==> config.mk <==
export PLATFORM = sky130hd
export DESIGN_NAME = voice_scheduler
export DESIGN_NICKNAME = d
export VERILOG_FILES = /design/src/rtl/voice_sched_pkg.sv /design/src/rtl/voice_cfg_shadow.sv /design/src/rtl/voice_scheduler.sv
export SDC_FILE = /design/constraint.sdc
export NUM_CORES = 1
export LEC_CHECK = 0
export CAP_MARGIN = 20
export CORE_MARGIN = 2
export CORE_UTILIZATION = 49
export CTS_BUF_LIST = sky130_fd_sc_hd__clkbuf_8 sky130_fd_sc_hd__clkbuf_16
export CTS_CLUSTER_SIZE = 40
export DETAILED_ROUTE_END_ITERATION = 10
export GPL_ROUTABILITY_DRIVEN = 0
export PLACE_DENSITY = 0.8
export RECOVER_POWER = 100
export SKIP_LAST_GASP = 1
export SYNTH_ARGS = -nofsm -noshare
export SYNTH_HDL_FRONTEND = slang
export SYNTH_SLANG_ARGS = --single-unit
==> constraint.sdc <==
create_clock -name clk_i -period 1.65 [get_ports clk_i]
set_input_delay 0.33 -clock clk_i [delete_from_list [all_inputs] [get_ports clk_i]]
set_output_delay 0.33 -clock clk_i [all_outputs]
set_load 0.05 [all_outputs]
==> src/rtl/voice_sched_pkg.sv <==
// voice_sched_pkg: shared types, field widths and the enabled-voice search used by the voice scheduler
package voice_sched_pkg;
  typedef enum logic [1:0] {IDLE, START, WAIT, DONE} sched_state_e;
  localparam int FREQ_W = 16;
  localparam int PW_W = 12;
  localparam int WSEL_W = 4;
  localparam int SAMPLE_W = 10;
  localparam int VIDX_W = 2;
  // Lowest enabled voice at or above 'from'; MSB of the result flags that one was found.
  function automatic logic [VIDX_W:0] find_voice(input logic [3:0] en, input logic [VIDX_W:0] from);
    find_voice = '0;
    for (int i = 3; i >= 0; i--)
      if (en[i] && (VIDX_W + 1)'(i) >= from) find_voice = {1'b1, VIDX_W'(i)};
  endfunction
endpackage

==> src/rtl/voice_cfg_shadow.sv <==
// voice_cfg_shadow: per-frame snapshot of voice configuration with a per-index read mux
// Ports: clk_i/rst_ni (sync active-low), load_i snapshots en/freq/pw/wave_sel/sync/ring buses;
// sel_i picks the voice whose shadowed fields appear on freq_o/pw_o/wave_o/sync_o/ring_o; en_o is the shadowed mask.
module voice_cfg_shadow
  import voice_sched_pkg::*;
#(
  parameter int NUM_VOICES = 3
) (
  input  logic                           clk_i,
  input  logic                           rst_ni,
  input  logic                           load_i,
  input  logic [NUM_VOICES-1:0]          en_i,
  input  logic [NUM_VOICES*FREQ_W-1:0]   freq_i,
  input  logic [NUM_VOICES*PW_W-1:0]     pw_i,
  input  logic [NUM_VOICES*WSEL_W-1:0]   wave_sel_i,
  input  logic [NUM_VOICES-1:0]          sync_i,
  input  logic [NUM_VOICES-1:0]          ring_i,
  input  logic [VIDX_W-1:0]              sel_i,
  output logic [NUM_VOICES-1:0]          en_o,
  output logic [FREQ_W-1:0]              freq_o,
  output logic [PW_W-1:0]                pw_o,
  output logic [WSEL_W-1:0]              wave_o,
  output logic                           sync_o,
  output logic                           ring_o
);
  logic [NUM_VOICES-1:0] en_q, sync_q, ring_q;
  logic [NUM_VOICES*FREQ_W-1:0] freq_q;
  logic [NUM_VOICES*PW_W-1:0] pw_q;
  logic [NUM_VOICES*WSEL_W-1:0] wave_q;
  always_ff @(posedge clk_i) begin
    if (!rst_ni) begin
      en_q <= '0;
      freq_q <= '0;
      pw_q <= '0;
      wave_q <= '0;
      sync_q <= '0;
      ring_q <= '0;
    end else if (load_i) begin
      en_q <= en_i;
      freq_q <= freq_i;
      pw_q <= pw_i;
      wave_q <= wave_sel_i;
      sync_q <= sync_i;
      ring_q <= ring_i;
    end
  end
  assign en_o = en_q;
  always_comb begin
    freq_o = '0;
    pw_o = '0;
    wave_o = '0;
    sync_o = 1'b0;
    ring_o = 1'b0;
    for (int i = 0; i < NUM_VOICES; i++)
      if (sel_i == VIDX_W'(i)) begin
        freq_o = freq_q[i*FREQ_W +: FREQ_W];
        pw_o = pw_q[i*PW_W +: PW_W];
        wave_o = wave_q[i*WSEL_W +: WSEL_W];
        sync_o = sync_q[i];
        ring_o = ring_q[i];
      end
  end
endmodule

==> src/rtl/voice_scheduler.sv <==
// voice_scheduler: per-tick frame sequencer that runs each enabled voice through the shared engine
// Ports: clk_i, rst_ni (sync active-low), sample_tick_i frame request, per-voice config buses
// (voice_en_i, freq_i, pw_i, wave_sel_i, sync_i, ring_i), clear_err_i; engine handshake mv_start_o/
// mv_voice_o/mv_* config out, mv_ready_i/mv_wave_i back; frame out voice_o + sample_valid_o; busy_o;
// sticky err_overrun_o/err_timeout_o. Define VOICE_SCHED_MIX_EN to add the signed 12-bit mix_o sum output.
module voice_scheduler
  import voice_sched_pkg::*;
#(
  parameter int NUM_VOICES = 3,
  parameter int TIMEOUT_CYCLES = 15
) (
  input  logic                              clk_i,
  input  logic                              rst_ni,
  input  logic                              sample_tick_i,
  input  logic [NUM_VOICES-1:0]             voice_en_i,
  input  logic [NUM_VOICES*FREQ_W-1:0]      freq_i,
  input  logic [NUM_VOICES*PW_W-1:0]        pw_i,
  input  logic [NUM_VOICES*WSEL_W-1:0]      wave_sel_i,
  input  logic [NUM_VOICES-1:0]             sync_i,
  input  logic [NUM_VOICES-1:0]             ring_i,
  input  logic                              clear_err_i,
  output logic                              mv_start_o,
  output logic [VIDX_W-1:0]                 mv_voice_o,
  output logic [FREQ_W-1:0]                 mv_freq_o,
  output logic [PW_W-1:0]                   mv_pw_o,
  output logic [WSEL_W-1:0]                 mv_wave_o,
  output logic                              mv_sync_o,
  output logic                              mv_ring_o,
  input  logic                              mv_ready_i,
  input  logic signed [SAMPLE_W-1:0]        mv_wave_i,
  output logic [NUM_VOICES*SAMPLE_W-1:0]    voice_o,
  output logic                              sample_valid_o,
  output logic                              busy_o,
  output logic                              err_overrun_o,
  output logic                              err_timeout_o
`ifdef VOICE_SCHED_MIX_EN
  , output logic signed [11:0]              mix_o
`endif
);
  localparam int CNT_W = $clog2(TIMEOUT_CYCLES + 1);
  sched_state_e state;
  logic [VIDX_W-1:0] cur_q;
  logic [CNT_W-1:0] cnt_q;
  logic signed [SAMPLE_W-1:0] hold_q [NUM_VOICES];
  logic [NUM_VOICES-1:0] sh_en;
  logic [3:0] en_now, en_shd;
  logic [VIDX_W:0] first, nxt;
  logic expired, adv;
  voice_cfg_shadow #(.NUM_VOICES(NUM_VOICES)) u_shadow (
    .clk_i(clk_i), .rst_ni(rst_ni), .load_i(state == IDLE && sample_tick_i),
    .en_i(voice_en_i), .freq_i(freq_i), .pw_i(pw_i), .wave_sel_i(wave_sel_i),
    .sync_i(sync_i), .ring_i(ring_i), .sel_i(cur_q), .en_o(sh_en),
    .freq_o(mv_freq_o), .pw_o(mv_pw_o), .wave_o(mv_wave_o), .sync_o(mv_sync_o), .ring_o(mv_ring_o)
  );
  always_comb begin
    en_now = '0;
    en_shd = '0;
    en_now[NUM_VOICES-1:0] = voice_en_i;
    en_shd[NUM_VOICES-1:0] = sh_en;
  end
  // The first voice comes from the live mask (snapshot happens the same cycle); later ones from the shadow.
  assign first = find_voice(en_now, '0);
  assign nxt = find_voice(en_shd, {1'b0, cur_q} + 1'b1);
  assign expired = cnt_q == CNT_W'(TIMEOUT_CYCLES - 1);
  assign adv = state == WAIT && (mv_ready_i || expired);
  assign mv_start_o = state == START;
  assign busy_o = state != IDLE;
  assign mv_voice_o = cur_q;
`ifdef VOICE_SCHED_MIX_EN
  logic signed [11:0] mix_sum;
  always_comb begin
    mix_sum = '0;
    for (int i = 0; i < NUM_VOICES; i++)
      mix_sum = mix_sum + {{(12 - SAMPLE_W){hold_q[i][SAMPLE_W-1]}}, hold_q[i]};
  end
`endif
  always_ff @(posedge clk_i) begin
    if (!rst_ni) begin
      state <= IDLE;
      cur_q <= '0;
      cnt_q <= '0;
      hold_q <= '{default: '0};
      voice_o <= '0;
      sample_valid_o <= 1'b0;
      err_overrun_o <= 1'b0;
      err_timeout_o <= 1'b0;
`ifdef VOICE_SCHED_MIX_EN
      mix_o <= '0;
`endif
    end else begin
      sample_valid_o <= 1'b0;
      // A new error event in the same cycle as clear_err_i keeps the flag set.
      err_overrun_o <= (sample_tick_i && state != IDLE) || (err_overrun_o && !clear_err_i);
      err_timeout_o <= (state == WAIT && !mv_ready_i && expired) || (err_timeout_o && !clear_err_i);
      case (state)
        IDLE: if (sample_tick_i) begin
          hold_q <= '{default: '0};
          cur_q <= first[VIDX_W] ? first[VIDX_W-1:0] : cur_q;
          state <= first[VIDX_W] ? START : DONE;
        end
        START: begin
          cnt_q <= '0;
          state <= WAIT;
        end
        WAIT: if (adv) begin
          hold_q[cur_q] <= mv_ready_i ? mv_wave_i : '0;
          cur_q <= nxt[VIDX_W] ? nxt[VIDX_W-1:0] : cur_q;
          state <= nxt[VIDX_W] ? START : DONE;
        end else cnt_q <= cnt_q + 1'b1;
        default: begin
          for (int i = 0; i < NUM_VOICES; i++) voice_o[i*SAMPLE_W +: SAMPLE_W] <= hold_q[i];
`ifdef VOICE_SCHED_MIX_EN
          mix_o <= mix_sum;
`endif
          sample_valid_o <= 1'b1;
          state <= IDLE;
        end
      endcase
    end
  end
endmodule

==> results.yml, run 1 <==
final_layout:
  final_cells: 1245
  post-route-cell-area_um2: 11200
  multi_input_area_um2: 4110
  drive_gt1_share_pct: 23.5
  fillers: 953
  area_growth_pct: 52.9
  regArea_um2: 3510
  diodes: 0
  layout.nets: 1170
global_route:
  globalRouteOverflowTotal: 0
  met3_usage_pct: 4.68
  grt_pass1_wl_mm: 31.1
  gr-usage-met2_pct: 39.7
  grtUsageTotal_pct: 24.0
  busiest_layer: "met2"
  antenna_found_initial: 0
  grt_pass1_vias: 6196
  use_met1_pct: 31.5
  grt_max_degree: 85
clocking:
  cts_buffers: 17
  cts_hold_buf: 0
  clk_path_buf_depth: 2
  cts-root-buf: "clkbuf_16"
  cts.sink_count: 175
  clkTransAtPathRegs_ns: 0.06
  h-tree-depth: 4
  clkLatencyLatePin_ns: 0.43
  cts_tree: "done"
sta:
  min_period_ns: 1.97
  fin_setup_tns_ns: -10.58
  worstMarginPinSlew_ns: 0.646
  setup_violations: 37
  max_freq_mhz: 507
  slew_headroom_pct: 56.9
  finalClockSkew_ns: 0.00785
  rsz0062_at_grt: "true"
  fin_crit_sh_pct: 120
  hold_viol: 0
  fin_ws_ns: -0.322
  report.final.slew_viol_count: 0
power:
  p_int_mw: 7.71
  power_switching_mw: 3.11
  swShare_pct: 28.8
  p_seq_share_pct: 42.7
  pwr-share-comb_pct: 22.3
  power.density_nw_per_um2: 966
  clkPwrFrac_pct: 35.0
  p_leak_nw: 4.14
  ir_drop_mv: 0.652
setup_path:
  crit_path_end_kind: "output port"
  cp_max_fo: 7
  r2r-end: "u_shadow.freq_q[6]"
  r2r_cells: 5
  start_kind: "flip-flop"
  crit_type: "flip-flop to output port"
  worstPathRequired_ns: 1.32
  timing.rr.start: "state[0]"
  cp.arrival_ns: 1.64
  reg2reg_slack_ns: 0.01
floorplan:
  core_um2: 14600
  die_w_um: 126
  die_y_um: 126
  design.die.area_um2: 16000
  start_util_pct: 50.3
  io_pins: 191
  num_rows: 44
synthesis:
  synth_nets: 979
  yosys.area.top_type: "dfxtp_1"
  synth-seq-cells: 175
  synth_adder_area_share_pct: 0.341
  ys_async_sr_fraction_pct: 0
  synthTopCellsByArea: "dfxtp_1 48%, nand2_1 16%, a21boi_0 8.7%"
  synth_area_um2: 7330
  synth_common_cells: "317 x nand2_1, 175 x dfxtp_1, 85 x a21boi_0"
  ys_types: 46
  syn_area_per_cell_um2: 8.56
  yosys.area.top_type_share_pct: 47.8
  synth_top_family_by_area: "compound AO/OA/AOI/OAI gates"
  synthMuxAreaShare_pct: 4.91
  synth_edf_count: 0
  synth_top_flop_cell: "dfxtp_1"
  synth_compound_area_share_pct: 22.2
  synthCells: 857
  synth_seq_area_share_pct: 47.8
  synthXorXnorAreaFrac_pct: 0.239
  yosysMostFrequentCell: "nand2_1"
  yosys_warnings: 0
  synth_simple_gate_area_share_pct: 19.8
min_path:
  holdPathStages: 2
  hold_path.class: "input port to flip-flop"
  hold-path-endpoint: "cnt_q[0]"
  hp-start: "rst_ni"
route:
  drt-total-wl_mm: 20.1
  vias: 6638
  drc_errors: 0
  wl_per_cell_um: 16.2
  drtIter0Drc: 459
  drt_pass1_iterations: 5
  via_per_inst: 5.33
  ant_nets: 0
place:
  dp_hpwl_mm: 12.8
  port-buffer-count: 190
  dpl.cell_count: 1200
  dpl_cell_area_um2: 10300
outcome:
  failed_checks: "negative setup slack"
  outcome: "finished, violations left"
run:
  cap_violations: 0
-- critical path: stages, from the launching register on --
cell       delay [ns]
dfxtp_4          0.35
buf_6            0.13
nor2b_4          0.13
buf_6            0.13
clkbuf_16        0.16
nand2_2          0.07
o21ai_4          0.08
buf_12           0.16
-- placed cells by master, fill, tap and decap left out, types with 7 or more instances in the layout --
cell type,instances
a32o_1,20
buf_12,50
o21ai_4,30
clkbuf_16,20
buf_4,60
nand2_2,22
a21boi_0,85
dfxtp_1,172
mux2i_2,17
nor2_1,7
mux2i_1,15
o2bb2ai_1,10
nand2_1,291
a21boi_1,49
clkdlybuf4s50_1,118
-- worst max-delay path by stage --
stage                        from             endpoint  slack [ns]  cells after the start
CTS                 mv_voice_o[1]         mv_freq_o[0]       -0.33                      5
global route        mv_voice_o[0]           mv_pw_o[5]       -0.37                      7
floorplan           mv_voice_o[0]            mv_sync_o       -0.04                      5
global placement       mv_ready_i            hold_q[4]       -0.09                      5
detailed placement  sample_tick_i  u_shadow.freq_q[40]       -0.11                      6
finish              mv_voice_o[0]         mv_freq_o[1]       -0.32                      7
-- layout make-up --
type / instances / share of cell area [%]
Multi-Input combinational cell: 612 / 36.7
Sequential cell: 175 / 31.4
Timing Repair Buffer: 237 / 24.7
Clock buffer: 21 / 4.29
Tap cell: 184 / 2.05
Clock inverter: 11 / 0.726
Inverter: 5 / 0.167
-- registers in the layout, summed over array words and instances (netlist names) --
name and flops:
sample_valid_o 1, cnt_q 4, state 2, u_shadow.ring_q 3
u_shadow.freq_q 48, err_overrun_o 1, err_timeout_o 1, u_shadow.en_o 2
voice_o 30, mv_voice_o 2, u_shadow.pw_q 36, u_shadow.wave_q 12
hold_q 30, u_shadow.sync_q 3
-- per-layer routing --
layer  share of wire (%)  vias up
met5                   0        -
met4                 2.3        0
met3                 5.5       32
met2                  48      214
met1                  44     3133
li1                    -     3259
-- kinds of logic (layout without fill, tap and decap cells) --
kind of cell	after synthesis	count (layout)
compound gates	216	217
xor+xnor	2	2
fa+ha+maj	2	2
buf+inv	71	274
flops	175	175
mux	36	36
simple gates	355	355
-- metrics by stage --
stage	hold WS (ns)	power (mW)	util [%]	setup WS (ns)
6_report	0.241	10.8	76.8	-0.322
5_1_grt	0.235	11.2	76.8	-0.372
4_1_cts	0.215	10.8	74.8	-0.330
3_5_place_dp	0.444	6.97	70.3	-0.109
3_3_place_gp	0.438	6.94	70.3	-0.0924
2_1_floorplan	0.430	5.97	-	-0.0376
-- repair_timing --
| action | 4_1_cts | 5_1_grt |
|---|---|---|
| pin swaps | 0 | 6 |
| resized for setup | 18 | 49 |
| cloned | 0 | 5 |
| buffers inserted | 2 | 7 |
| setup endpoints to repair | 36 | 48 |
-- power by group through the flow --
stage	Clock, mW	Combinational (mW)	Sequential (mW)
3_5_place_dp	0	2.29	4.69
4_1_cts	3.83	2.33	4.61
5_1_grt	4.01	2.56	4.65
3_3_place_gp	0	2.27	4.68
6_report	3.79	2.41	4.62
2_1_floorplan	0	1.30	4.67
(Power assumes the default switching activity.)
==> run 2, diff against run 1 <==
--- a/config.mk
+++ b/config.mk
@@ -12,7 +12,7 @@
 export CTS_CLUSTER_SIZE = 40
 export DETAILED_ROUTE_END_ITERATION = 10
 export GPL_ROUTABILITY_DRIVEN = 0
-export PLACE_DENSITY = 0.8
+export PLACE_DENSITY = 0.86
 export RECOVER_POWER = 100
 export SKIP_LAST_GASP = 1
 export SYNTH_ARGS = -nofsm -noshare
==> run 2 against run 1 <==
Final area grew 1.5%. Final cell count increased by 0.40%. Combinational power is 3% higher. Global-route usage is 2.1 points higher. Sequential cell count is the same. Worst hold slack better by 0.017 ns. Power is 1.4% higher. Count of clock-buffer cells in the layout shrank 2. The run still ends with negative setup slack left. Sequential share of layout area shrank 0.47 points. Register-to-register slack lost 0.15 ns.
==> results.yml, run 2 (same netlist as run 1, synthesis figures left out) <==
outcome:
  outcome: "finished, violations left"
  failed_checks: "negative setup slack"
setup_path:
  crit_type: "flip-flop to output port"
  worstPathRequired_ns: 1.32
  reg2reg_slack_ns: -0.14
  crit_buf_inv: 3
  critical_path.top_delay_family: "buffers and inverters"
  cp_max_fo: 8
  slowest_stage: "dfxtp_4"
  path_cells: "buf_4 > clkbuf_16 > mux2i_4 > o22ai_4 > buf_12"
  start_kind: "flip-flop"
  slowest_delay_ns: 0.36
  crit_path_end_kind: "output port"
  cp.arrival_ns: 1.66
final_layout:
  top_register: "u_shadow.freq_q"
  largest_reg_flops: 48
  area_growth_pct: 55.1
  fin_util_pct: 78.0
  final_cells: 1250
  drive_gt1_share_pct: 25.4
  top_regs: "u_shadow.freq_q: 48 flops, u_shadow.pw_q: 36 flops"
  final_common_cell: "nand2_1"
  diodes: 0
  layout_common_cells: "286 x nand2_1, 172 x dfxtp_1, 118 x clkdlybuf4s50_1, 85 x a21boi_0, 49 x a21boi_1"
  layout.nets: 1175
floorplan:
  die_w_um: 126
  design.die.area_um2: 16000
  start_util_pct: 50.3
  io_pins: 191
  num_rows: 44
  core_um2: 14600
  die_y_um: 126
place:
  dp_hpwl_mm: 13.7
  port-buffer-count: 190
  dpl.cell_count: 1202
sta:
  rsz0062_at_grt: "true"
  fin_crit_sh_pct: 121
  finalClockSkew_ns: 0.0118
  slew_headroom_pct: 57.4
  report.final.slew_viol_count: 0
  min_period_ns: 1.99
  holdWs_ns: 0.258
  max_freq_mhz: 502
  hold_viol: 0
  setup_violations: 59
  worstMarginPinSlew_ns: 0.638
  fin_ws_ns: -0.342
clocking:
  cts.sink_count: 175
  h-tree-depth: 4
  cts_hold_buf: 0
  cts_buffers: 17
  cts-root-buf: "clkbuf_16"
  cts_tree: "done"
  clk_path_buf_depth: 2
  clkTransAtPathRegs_ns: 0.07
  clkLatencyLatePin_ns: 0.43
run:
  cap_violations: 0
power:
  power.density_nw_per_um2: 965
  ir_drop_mv: 0.673
  p_leak_nw: 4.24
global_route:
  globalRouteOverflowTotal: 0
  grt_pass1_vias: 6740
  grtUsageTotal_pct: 26.0
  antenna_found_initial: 0
  grt_pass1_wl_mm: 33.5
  grt_max_degree: 78
route:
  via_per_inst: 5.45
  wl_per_cell_um: 17.6
  ant_nets: 0
  drt_pass1_iterations: 4
  vias: 6813
  drt-total-wl_mm: 22.0
  drc_errors: 0
  drtIter0Drc: 430
min_path:
  hold_path.class: "input port to flip-flop"
-- run 2: metal layers --
layer  vias to the layer above  routed length, um  global-route usage, %
li1                       3265                  -                      -
met1                      3274               8970                   31.3
met2                       227              11300                   46.4
met3                        47               1090                   4.89
met4                         0                672                   9.57
met5                         -                  0                      0
-- run 2: worst paths after layout --
path / end / startpoint / cells after the start
setup reg to reg: u_shadow.pw_q[10] / state[1] / 5
setup / recovery: mv_sync_o / mv_voice_o[0] / 5
hold reg to reg: u_shadow.freq_q[13] / u_shadow.freq_q[13] / 2
hold / removal: state[1] / rst_ni / 2
-- run 2: what timing repair did --
item	4_1_cts	5_1_grt
resized for setup	70	51
pin swaps	3	13
endpoints found under the setup margin	36	54
gates cloned	1	3
buffers inserted	8	6
-- run 2: where the power goes --
group,leakage (nW),internal (mW),switching (mW)
clock,0.272,2.08,1.74
combinational,2.54,1.19,1.30
sequential,1.43,4.46,0.197
-- run 2: cell type report --
class / instances / area (um^2)
clock inverter: 13 / 103
multi-input combinational: 612 / 4340
clock buffer: 19 / 464
timing repair buffer: 242 / 2710
sequential: 175 / 3510
tap: 184 / 230
inverter: 5 / 21.3
fill: 905 / 3220
-- run 2: metrics by stage --
| step | setup TNS [ns] | power (mW) | worst slack [ns] | cell area, um^2 |
|---|---|---|---|---|
| 3_3_place_gp | -2.32 | 6.94 | -0.0864 | 10300 |
| 2_1_floorplan | -0.335 | 5.97 | -0.0376 | 7790 |
| 4_1_cts | -10.97 | 10.9 | -0.326 | 11200 |
| 3_5_place_dp | -7.34 | 6.99 | -0.131 | 10300 |
| 6_report | -12.77 | 11.0 | -0.342 | 11400 |
| 5_1_grt | -24.59 | 11.4 | -0.375 | 11400 |
==> run 3, diff against run 2 <==
--- a/config.mk
+++ b/config.mk
@@ -6,15 +6,15 @@
 export NUM_CORES = 1
 export LEC_CHECK = 0
 export CAP_MARGIN = 20
-export CORE_MARGIN = 2
+export CORE_MARGIN = 10
 export CORE_UTILIZATION = 49
 export CTS_BUF_LIST = sky130_fd_sc_hd__clkbuf_8 sky130_fd_sc_hd__clkbuf_16
 export CTS_CLUSTER_SIZE = 40
 export DETAILED_ROUTE_END_ITERATION = 10
-export GPL_ROUTABILITY_DRIVEN = 0
 export PLACE_DENSITY = 0.86
 export RECOVER_POWER = 100
 export SKIP_LAST_GASP = 1
 export SYNTH_ARGS = -nofsm -noshare
 export SYNTH_HDL_FRONTEND = slang
+export SYNTH_HIERARCHICAL = 1
 export SYNTH_SLANG_ARGS = --single-unit
==> run 3 against run 2 <==
First-iteration DRC count decreased by 15%. Sequential power increased by 0.9%. Maximum frequency decreased by 6.0%. Combinational power increased by 19%. The run still ends with negative setup slack left.
==> results.yml, run 3 <==
setup_path:
  critical_path.top_delay_family: "buffers and inverters"
  slowest_delay_ns: 0.38
  start_kind: "flip-flop"
  path_cells: "buf_12 > buf_12 > mux2i_2 > o2bb2ai_4 > buf_12"
  cp.arrival_ns: 1.79
  crit_type: "flip-flop to output port"
  worstPathRequired_ns: 1.32
  crit_buf_inv: 3
  cp_max_fo: 11
  crit_top_cell: "buf_12"
  crit_path_end_kind: "output port"
  slowest_stage: "dfxtp_4"
final_layout:
  regArea_um2: 3510
  layout.nets: 1030
  fin_util_pct: 78.8
  top_register: "u_shadow/freq_q"
  drive_gt1_share_pct: 25.4
  area_growth_pct: 56.9
  multi_input_area_um2: 4420
  layout_common_cells: "172 x dfxtp_1, 118 x clkdlybuf4s50_1, 110 x mux2i_1, 106 x nor2b_1, 76 x nand2_1"
  final_common_cell: "dfxtp_1"
  fillers: 824
  top_regs: "u_shadow/freq_q: 48 flops, u_shadow/pw_q: 36 flops"
  largest_reg_flops: 48
sta:
  hold_viol: 0
  fin_ws_ns: -0.470
  min_period_ns: 2.12
  slew_headroom_pct: 56.8
  fin_crit_sh_pct: 129
  report.final.slew_viol_count: 0
  max_freq_mhz: 472
  finalClockSkew_ns: 0.00887
  holdWs_ns: 0.460
  worstMarginPinSlew_ns: 0.647
  rsz0062_at_grt: "true"
  fin_setup_tns_ns: -26.37
  setup_violations: 169
power:
  p_leak_nw: 4.17
  ir_drop_mv: 0.799
  power.density_nw_per_um2: 1020
clocking:
  cts_hold_buf: 0
  clkTransAtPathRegs_ns: 0.08
  cts_tree: "done"
  cts-root-buf: "clkbuf_16"
  cts.sink_count: 175
  cts_buffers: 17
  h-tree-depth: 4
  clk_path_buf_depth: 2
  clkLatencyLatePin_ns: 0.44
place:
  routabilityCongestion: 0.826
  port-buffer-count: 190
  dp_hpwl_mm: 15.4
route:
  drt-total-wl_mm: 24.6
  via_per_inst: 5.51
  drt_pass1_iterations: 5
  vias: 6099
  ant_nets: 0
  drc_errors: 0
  wl_per_cell_um: 22.2
  drtIter0Drc: 365
floorplan:
  design.die.area_um2: 20300
  die_y_um: 143
  io_pins: 191
  core_um2: 14600
  die_w_um: 143
  start_util_pct: 50.2
  num_rows: 44
synthesis:
  synthCells: 703
  syn_area_per_cell_um2: 10.5
  yosys_warnings: 6
  synth_area_um2: 7360
  synth_nets: 825
outcome:
  failed_checks: "negative setup slack"
  outcome: "finished, violations left"
global_route:
  antenna_found_initial: 3
  grt_pass1_vias: 6261
  grt_pass1_wl_mm: 34.3
  globalRouteOverflowTotal: 0
  grt_max_degree: 77
  grtUsageTotal_pct: 21.4
min_path:
  hold_path.class: "flip-flop to flip-flop"
run:
  cap_violations: 0
## run 3: worst paths after layout
check	from	endpoint	slack, ns	cells after the start
worst max-delay path	mv_voice_o[0]	mv_pw_o[8]	-0.47	5
worst min-delay path	voice_o[25]	voice_o[25]	0.46	2
worst max register to register	state[1]	u_shadow/freq_q[34]	-0.23	6
worst min register to register	voice_o[25]	voice_o[25]	0.46	2
## run 3: tightest hold or removal path: cells and delay by family (launching register included)
| kind | cells | cell delay, ns |
|---|---|---|
| AO/OA/AOI/OAI | 1 | 0.05 |
| flip-flops | 1 | 0.31 |
| AND/OR/NAND/NOR | 1 | 0.05 |
## run 3: power breakdown
part           switching, mW  total (mW)  internal [mW]  leakage, nW
clock                   2.07        4.17           2.10        0.299
sequential             0.231        4.69           4.46         1.43
combinational           1.46        2.97           1.51         2.45
## run 3: what timing repair did
| item | CTS | global route |
|---|---|---|
| pin swaps | 0 | 8 |
| gates resized for setup | 44 | 30 |
| hold endpoints to repair | 0 | 0 |
| setup buffers | 5 | 9 |
| setup endpoints to repair | 35 | 60 |
| cloned | 3 | 2 |
## run 3: area by class of cell
class / instances / area share, %
clock inverter: 15 / 1.73
clock buffer: 17 / 3.68
tap: 184 / 1.99
antenna: 2 / 0.0434
multi-input combinational: 473 / 38.2
sequential: 175 / 30.4
timing repair buffer: 236 / 23.7
inverter: 5 / 0.163
## run 3: layer usage
metal	up-vias	GRT usage, %	wire (um)	share of wire [%]
met5	-	0	13	0.053
met4	2	7.06	611	2.5
met3	39	7.38	1820	7.4
met2	232	36.3	12500	51
met1	2962	24.6	9650	39
li1	2864	-	-	-
## run 3: metrics by stage
step	setup slack [ns]	total power, mW	cell area [um^2]	cells
finish	-0.470	11.8	11500	1107
global route	-0.506	12.2	11500	1107
CTS	-0.382	11.6	11400	1095
detailed placement	-0.237	7.40	10400	1055
global placement	-0.191	7.31	10400	1055
floorplan	-0.0101	6.33	8010	703
